<file path="config.mk">
export PLATFORM = sky130hd
export DESIGN_NAME = wb_port_arbiter
export DESIGN_NICKNAME = d
export VERILOG_FILES = /design/src/rtl/wb_port_arbiter.sv
export SDC_FILE = /design/constraint.sdc
export NUM_CORES = 1
export LEC_CHECK = 0
export CORE_MARGIN = 5
export CORE_UTILIZATION = 50
export DETAILED_ROUTE_END_ITERATION = 8
export PLACE_DENSITY = 0.89
export SETUP_SLACK_MARGIN = 0.4
export SLEW_MARGIN = 20
export SYNTH_ARGS = -nofsm -noshare
export SYNTH_HDL_FRONTEND = slang
export SYNTH_SLANG_ARGS = --single-unit
</file>
<file path="constraint.sdc">
create_clock -name clk -period 5.15 [get_ports clk]
set_input_delay 1.03 -clock clk [delete_from_list [all_inputs] [get_ports clk]]
set_output_delay 1.03 -clock clk [all_outputs]
set_load 0.1 [all_outputs]
</file>
<file path="src/rtl/wb_port_arbiter.sv">
// Register-file write-port arbiter: pipeline writeback vs. buffered multicycle results.
// Latency: pipeline writes pass through combinationally; FIFO results write no earlier than the cycle after push.
// Backpressure: mc_ready drops when the FIFO is full; a starved FIFO forces a one-cycle pipe_stall.
module wb_port_arbiter #(
    parameter int FIFO_DEPTH   = 2,
    parameter int STARVE_LIMIT = 4
) (
    input  logic                              clk,
    input  logic                              rst_n,
    input  logic                              wb_we,
    input  logic [4:0]                        wb_wa,
    input  logic [31:0]                       wb_wd,
    input  logic                              mc_valid,
    output logic                              mc_ready,
    input  logic [4:0]                        mc_wa,
    input  logic [31:0]                       mc_wd,
    output logic                              rf_we,
    output logic [4:0]                        rf_wa,
    output logic [31:0]                       rf_wd,
    output logic                              pipe_stall,
    input  logic [4:0]                        chk_addr,
    output logic                              busy_hit,
    output logic [$clog2(FIFO_DEPTH+1)-1:0]   fifo_count
);

    localparam int PW = $clog2(FIFO_DEPTH);
    localparam int CW = $clog2(FIFO_DEPTH + 1);
    localparam int SW = $clog2(STARVE_LIMIT + 1);

    typedef enum logic [0:0] {ST_NORMAL, ST_FORCE} state_t;

    state_t         state_q, state_d;
    logic [SW-1:0]  starve_q, starve_d;
    logic [4:0]     q_wa [FIFO_DEPTH];
    logic [31:0]    q_wd [FIFO_DEPTH];
    logic [PW-1:0]  rd_ptr, wr_ptr;
    logic [CW-1:0]  count;

    logic           fifo_empty, mc_hs, push, pop, pw;
    logic           grant_we, stall, hit;
    logic [4:0]     grant_wa;
    logic [31:0]    grant_wd;
    logic [PW-1:0]  offs;

    assign fifo_empty = (count == '0);
    assign mc_ready   = (count != CW'(FIFO_DEPTH));
    assign mc_hs      = mc_valid && mc_ready;
    // x0 results complete the handshake but are never stored
    assign push       = mc_hs && (mc_wa != 5'd0);
    assign pw         = wb_we && (wb_wa != 5'd0);

    always_comb begin
        state_d  = ST_NORMAL;
        starve_d = '0;
        pop      = 1'b0;
        grant_we = 1'b0;
        grant_wa = 5'd0;
        grant_wd = 32'd0;
        stall    = 1'b0;
        case (state_q)
            ST_FORCE: begin
                stall = 1'b1;
                if (!fifo_empty) begin
                    pop      = 1'b1;
                    grant_we = 1'b1;
                    grant_wa = q_wa[rd_ptr];
                    grant_wd = q_wd[rd_ptr];
                end
            end
            default: begin
                if (pw) begin
                    grant_we = 1'b1;
                    grant_wa = wb_wa;
                    grant_wd = wb_wd;
                    if (!fifo_empty) begin
                        if (starve_q != SW'(STARVE_LIMIT))
                            starve_d = starve_q + SW'(1);
                        else
                            starve_d = starve_q;
                    end
                end else if (!fifo_empty) begin
                    pop      = 1'b1;
                    grant_we = 1'b1;
                    grant_wa = q_wa[rd_ptr];
                    grant_wd = q_wd[rd_ptr];
                end
                if (starve_d == SW'(STARVE_LIMIT))
                    state_d = ST_FORCE;
            end
        endcase
    end

    // Occupied slots are the count entries starting at rd_ptr; a popping head still hits
    always_comb begin
        hit  = 1'b0;
        offs = '0;
        for (int i = 0; i < FIFO_DEPTH; i++) begin
            offs = PW'(i) - rd_ptr;
            if ((CW'(offs) < count) && (q_wa[i] == chk_addr))
                hit = 1'b1;
        end
        if (mc_hs && (mc_wa == chk_addr))
            hit = 1'b1;
    end

    assign rf_we      = rst_n && grant_we;
    assign rf_wa      = rf_we ? grant_wa : 5'd0;
    assign rf_wd      = rf_we ? grant_wd : 32'd0;
    assign pipe_stall = rst_n && stall;
    assign busy_hit   = rst_n && (chk_addr != 5'd0) && hit;
    assign fifo_count = count;

    always_ff @(posedge clk or negedge rst_n) begin
        if (!rst_n) begin
            state_q  <= ST_NORMAL;
            starve_q <= '0;
            rd_ptr   <= '0;
            wr_ptr   <= '0;
            count    <= '0;
        end else begin
            state_q  <= state_d;
            starve_q <= starve_d;
            if (push)
                wr_ptr <= wr_ptr + PW'(1);
            if (pop)
                rd_ptr <= rd_ptr + PW'(1);
            count <= count + CW'(push) - CW'(pop);
        end
    end

    always_ff @(posedge clk) begin
        if (push) begin
            q_wa[wr_ptr] <= mc_wa;
            q_wd[wr_ptr] <= mc_wd;
        end
    end

endmodule

</file>
== After elaboration in Yosys (flattened, before gate mapping) ==
Memories as Yosys holds them, arrays and structs flattened.
Cells that the tools add are included.
Storage, ports and cells
  memories kept: 2
  bits in registers: 8
  bits in writable memories: 74
  word-level logic and storage cells: 62
Operators by class
  reductions and logical operators: 14
  muxes and demuxes: 26
  order comparisons: 2
  add/subtract/negate cells: 7
  equality and inequality tests: 6
Memory list
  q_wd: words 2, bits a word 32, read ports 1, clocked after memory_dff 0, write ports 1, line 35  | logic [31:0] q_wd [FIFO_DEPTH];
  q_wa: words 2, bits a word 5, read ports 3, clocked after memory_dff 0, write ports 1, line 34  | logic [4:0] q_wa [FIFO_DEPTH];
Operators with widths (count)
  $mux 32: 4
  $mux 5: 4
  $eq 5x5->1: 3
  $mux 3: 5
  $reduce_bool 5->1: 3
  $mux 1: 13
  $logic_and 1x1->1: 10
  $lt 1x2->1: 2
  $add 3x1->3 const B: 1
  $eq 3x3->1 const B: 1
  $ne 3x3->1 const B: 1
  $add 1x1->1 const B: 2
  $add 2x1->2: 1
  $logic_not 2->1: 1
  $ne 2x2->1 const B: 1
  $sub 1x1->1 const A: 2
  $sub 2x1->2: 1

== Logic depth before layout (Yosys ltp) ==
  word-level depth: 8
  mapped depth: 8

== Worst setup path after synthesis ==
No wires, ideal clock.
  path type: input port to output port
  start point: input port wb_wa[3]
  end point: output port rf_we
  buffers on the path: 1
  arrival time: 3.763 ns
  stages: 4
  slack: 0.357 ns
  cells stage by stage: nor4_2 > a211o_4 > buf_8 > a21boi_0
Between the ends
  word-level cells in the longest chain between the ends: 5
RTL lines
  from (decl): line 11  | input logic [4:0] wb_wa,
  $reduce_bool 5->1: line 50  | assign pw = wb_we && (wb_wa != 5'd0);
  $logic_and 1x1->1: line 50
  $mux 1: line 71  | if (pw) begin
  $mux 1: line 60  | case (state_q)
  $logic_and 1x1->1: line 106  | assign rf_we = rst_n && grant_we;
  to (decl): line 17  | output logic rf_we,
No other way between the ends.

== Final worst setup path ==
  start point: input port wb_wa[1]
  end point: output port rf_wd[30]
Between the ends
  word-level cells in the longest chain between the ends: 6
RTL lines
  $reduce_bool 5->1 (*): line 50
  $logic_and 1x1->1 (*): line 50
  $mux 1: line 71
  $mux 1: line 60
  $logic_and 1x1->1: line 106
  $mux 32 (*): line 108  | assign rf_wd = rf_we ? grant_wd : 32'd0;
  to (decl): line 19  | output logic [31:0] rf_wd,
Every way passes the cells marked *; elsewhere a longest branch is shown, timed or not.

==> results.yml <==
yosys:
  yosys.area_share.simple_pct: 11.8
  synth_area_um2: 3960
  synthTopCellsByArea: "edfxtp_1 (56%), mux2_2 (11%), dfrtp_1 (5.1%)"
  ys_ff_latch: 82
  yosys.area.top_type: "edfxtp_1"
  synthDistinctLibCells: 35
  yosysSeqAreaShare_pct: 61.2
  avgSynthCellArea_um2: 12.7
  synth-adder-area-share_pct: 1.27
  yosys_warnings: 0
  syn-num-nets: 399
  synth_top_family_by_area: "simple AND/OR/NAND/NOR gates"
  synth_top_area_share_pct: 56.2
  synth-compound-area-share_pct: 6.83
  synth_xor_area_share_pct: 4.43
  syn_inst: 312
  synth_mux_area_share_pct: 10.5
clock_network:
  htree_num_levels: 3
  ctsResizeCount: 0
  clkLatencyLatePin_ns: 0.34
  clk_pin_slew_ns: 0.07
  cts_root_buf: "clkbuf_8"
  clockBufferDepth: 2
  clock_sinks: 82
  post_cts_buffers: 0
  tritoncts: "done"
  cts_buffers: 9
  ctsHoldBuffers: 0
placed_design:
  port_buffers: 125
  place.gp.congestion: 0.781
  dpl.hpwl_mm: 5.89
  dp_slack_ns: 1.00
sta:
  layout_setup_ws_ns: 0.929
  hold_viol_final: 0
  rsz0062_at_grt: "no"
  relSlewSlack_pct: 35.3
  setup_violations: 0
  max_freq_ghz: 0.237
  maxSlewViolCount: 0
  fin_crit_sh_pct: 82.0
  fin_worst_skew_ns: 0.00600
  layout_min_cycle_time_ns: 4.22
  tightest_slew_ns: 0.968
  tns_ns: 0
cells_and_area:
  diodes: 0
  fill_cells: 544
  nNetsFinal: 519
  layout_common_cells: "clkdlybuf4s50_1 (84), edfxtp_1 (74), buf_4 (42), nand2_1 (38), nand3_1 (38)"
  drive_gt1_share_pct: 23.3
  area_growth_pct: 35.8
  final_common_cell: "clkdlybuf4s50_1"
floorplanning:
  initial_core_util_pct: 51.2
  die_x_um: 98.9
  rows: 32
  die_area_um2: 9790
  io_pins: 126
  core_area_um2: 7730
  die_h_um: 98.9
global_route:
  antenna_found_initial: 0
  grt_max_degree: 80
  grt_pass1_wl_mm: 14.2
  grtUsageTotal_pct: 18.2
  gr-total-overflow: 0
  grt_pass1_vias: 3025
hold_path:
  hp-start: "wr_ptr$_DFFE_PN0P_"
  hold_depth: 1
  holdCritPathClass: "flop to flop"
  holdPathEnd: "wr_ptr$_DFFE_PN0P_"
routing:
  wl_met3_um: 597
  wl_per_cell_um: 16.4
  vias_per_cell: 5.32
  wl_met1_mm: 3.47
  drt_wl_total_mm: 8.86
  wl_met2_mm: 4.68
  drt-initial-drc-count: 99
  drc: 0
  top_layer: "met4"
  final_antenna_net_count: 0
  vias: 2870
  firstDrtPassIters: 4
setup_path:
  start_kind: "primary input"
  regToRegEndpoint: "fifo_count[1]$_DFF_PN0_"
  r2r_slack_ns: 2.95
  crit_required_ns: 4.12
  arrival_ns: 3.19
  critPathKind: "primary input to output pin"
  reg2reg_depth: 7
  reg2reg_from: "state_q$_DFF_PN0_"
  cp-end-kind: "output pin"
  crit_fanout: 79
power:
  vdd_drop_max_v: 0.000252
  power_density_nw_per_um2: 504
  p_leak_nw: 1.95
job:
  drv_cap: 0
run_status:
  status: "finished, final reports clean"
==> cells in the mapped netlist (all sizes together) <==
cell type	count
buf	11
xnor2	8
nand3	38
nor4	4
nand2b	1
nor3b	2
a211o	1
o211ai	2
a21boi	1
a31oi	1
inv	6
edfxtp	74
xor2	12
a21oi	3
nor2b	2
mux2	37
nand3b	1
o21ai	39
ha	4
and2b	1
nor2	3
dfrtp	8
or4	2
clkbuf	9
nand4	1
and2	2
nor3	1
nand2	38
==> registers in the layout (all words and copies together), names as in the netlist <==
name        count
q_wd           64
q_wa           10
starve_q        3
fifo_count      2
rd_ptr          1
state_q         1
wr_ptr          1
==> cells by family after synthesis <==
group	count (synthesis)
buf+inv	26
compound gates	47
fa+ha+maj	4
mux	37
simple gates	96
xor+xnor	20
flops	82
==> routing by layer <==
metal	global-route usage [%]	up-vias
met2	32.5	100
met3	4.81	11
met5	0	-
met4	6.72	0
met1	20.9	1370
li1	-	1389
==> layout make-up <==
| cell class | instances | area, µm² | area share, % |
|---|---|---|---|
| Clock inverter | 7 | 60.1 | 1.12 |
| Multi-Input combinational cell | 204 | 1400 | 26.0 |
| Clock buffer | 9 | 124 | 2.31 |
| Timing Repair Buffer | 129 | 1220 | 22.6 |
| Tap cell | 102 | 128 | 2.38 |
| Inverter | 6 | 22.5 | 0.419 |
| Sequential cell | 82 | 2420 | 45.1 |
==> power by group <==
group	switching [W]	internal, W	total [W]
logic	0.000836	0.000414	0.00125
registers	0.000116	0.000904	0.00102
clock network	0.000216	0.000217	0.000433
total	0.00117	0.00154	0.00270
==> critical path, stage by stage <==
cell and delay, ns:
clkdlybuf4s50_1 0.45, nor4_2 0.42, a211o_4 0.64, nand3_1 0.20, o21ai_1 0.12, buf_4 0.31
==> per-stage QoR <==
stage	cell area (µm²)	std cells	hold slack [ns]	total power (W)	utilization (%)
after CTS	5320	537	0.562	0.00269	68.8
final	5370	539	0.559	0.00270	69.5
after global placement	5130	521	0.533	0.00224	66.4
after global routing	5370	539	0.572	0.00283	69.5
after detailed placement	5130	521	0.546	0.00226	66.4
after floorplan	3960	312	0.468	0.00196	-
==> how the worst max path moves through the flow <==
stage	start	to	slack, ns	cells past startpoint
floorplan	wb_wa[3]	rf_wd[10]	0.41	4
global placement	wb_wa[1]	rf_wd[30]	1.05	6
detailed placement	wb_wa[1]	rf_wd[10]	1.00	6
CTS	wb_wa[1]	rf_wa[1]	0.91	6
global route	wb_wa[1]	rf_wd[30]	0.80	6
finish	wb_wa[1]	rf_wd[30]	0.93	6
(Power assumes the default switching activity.)
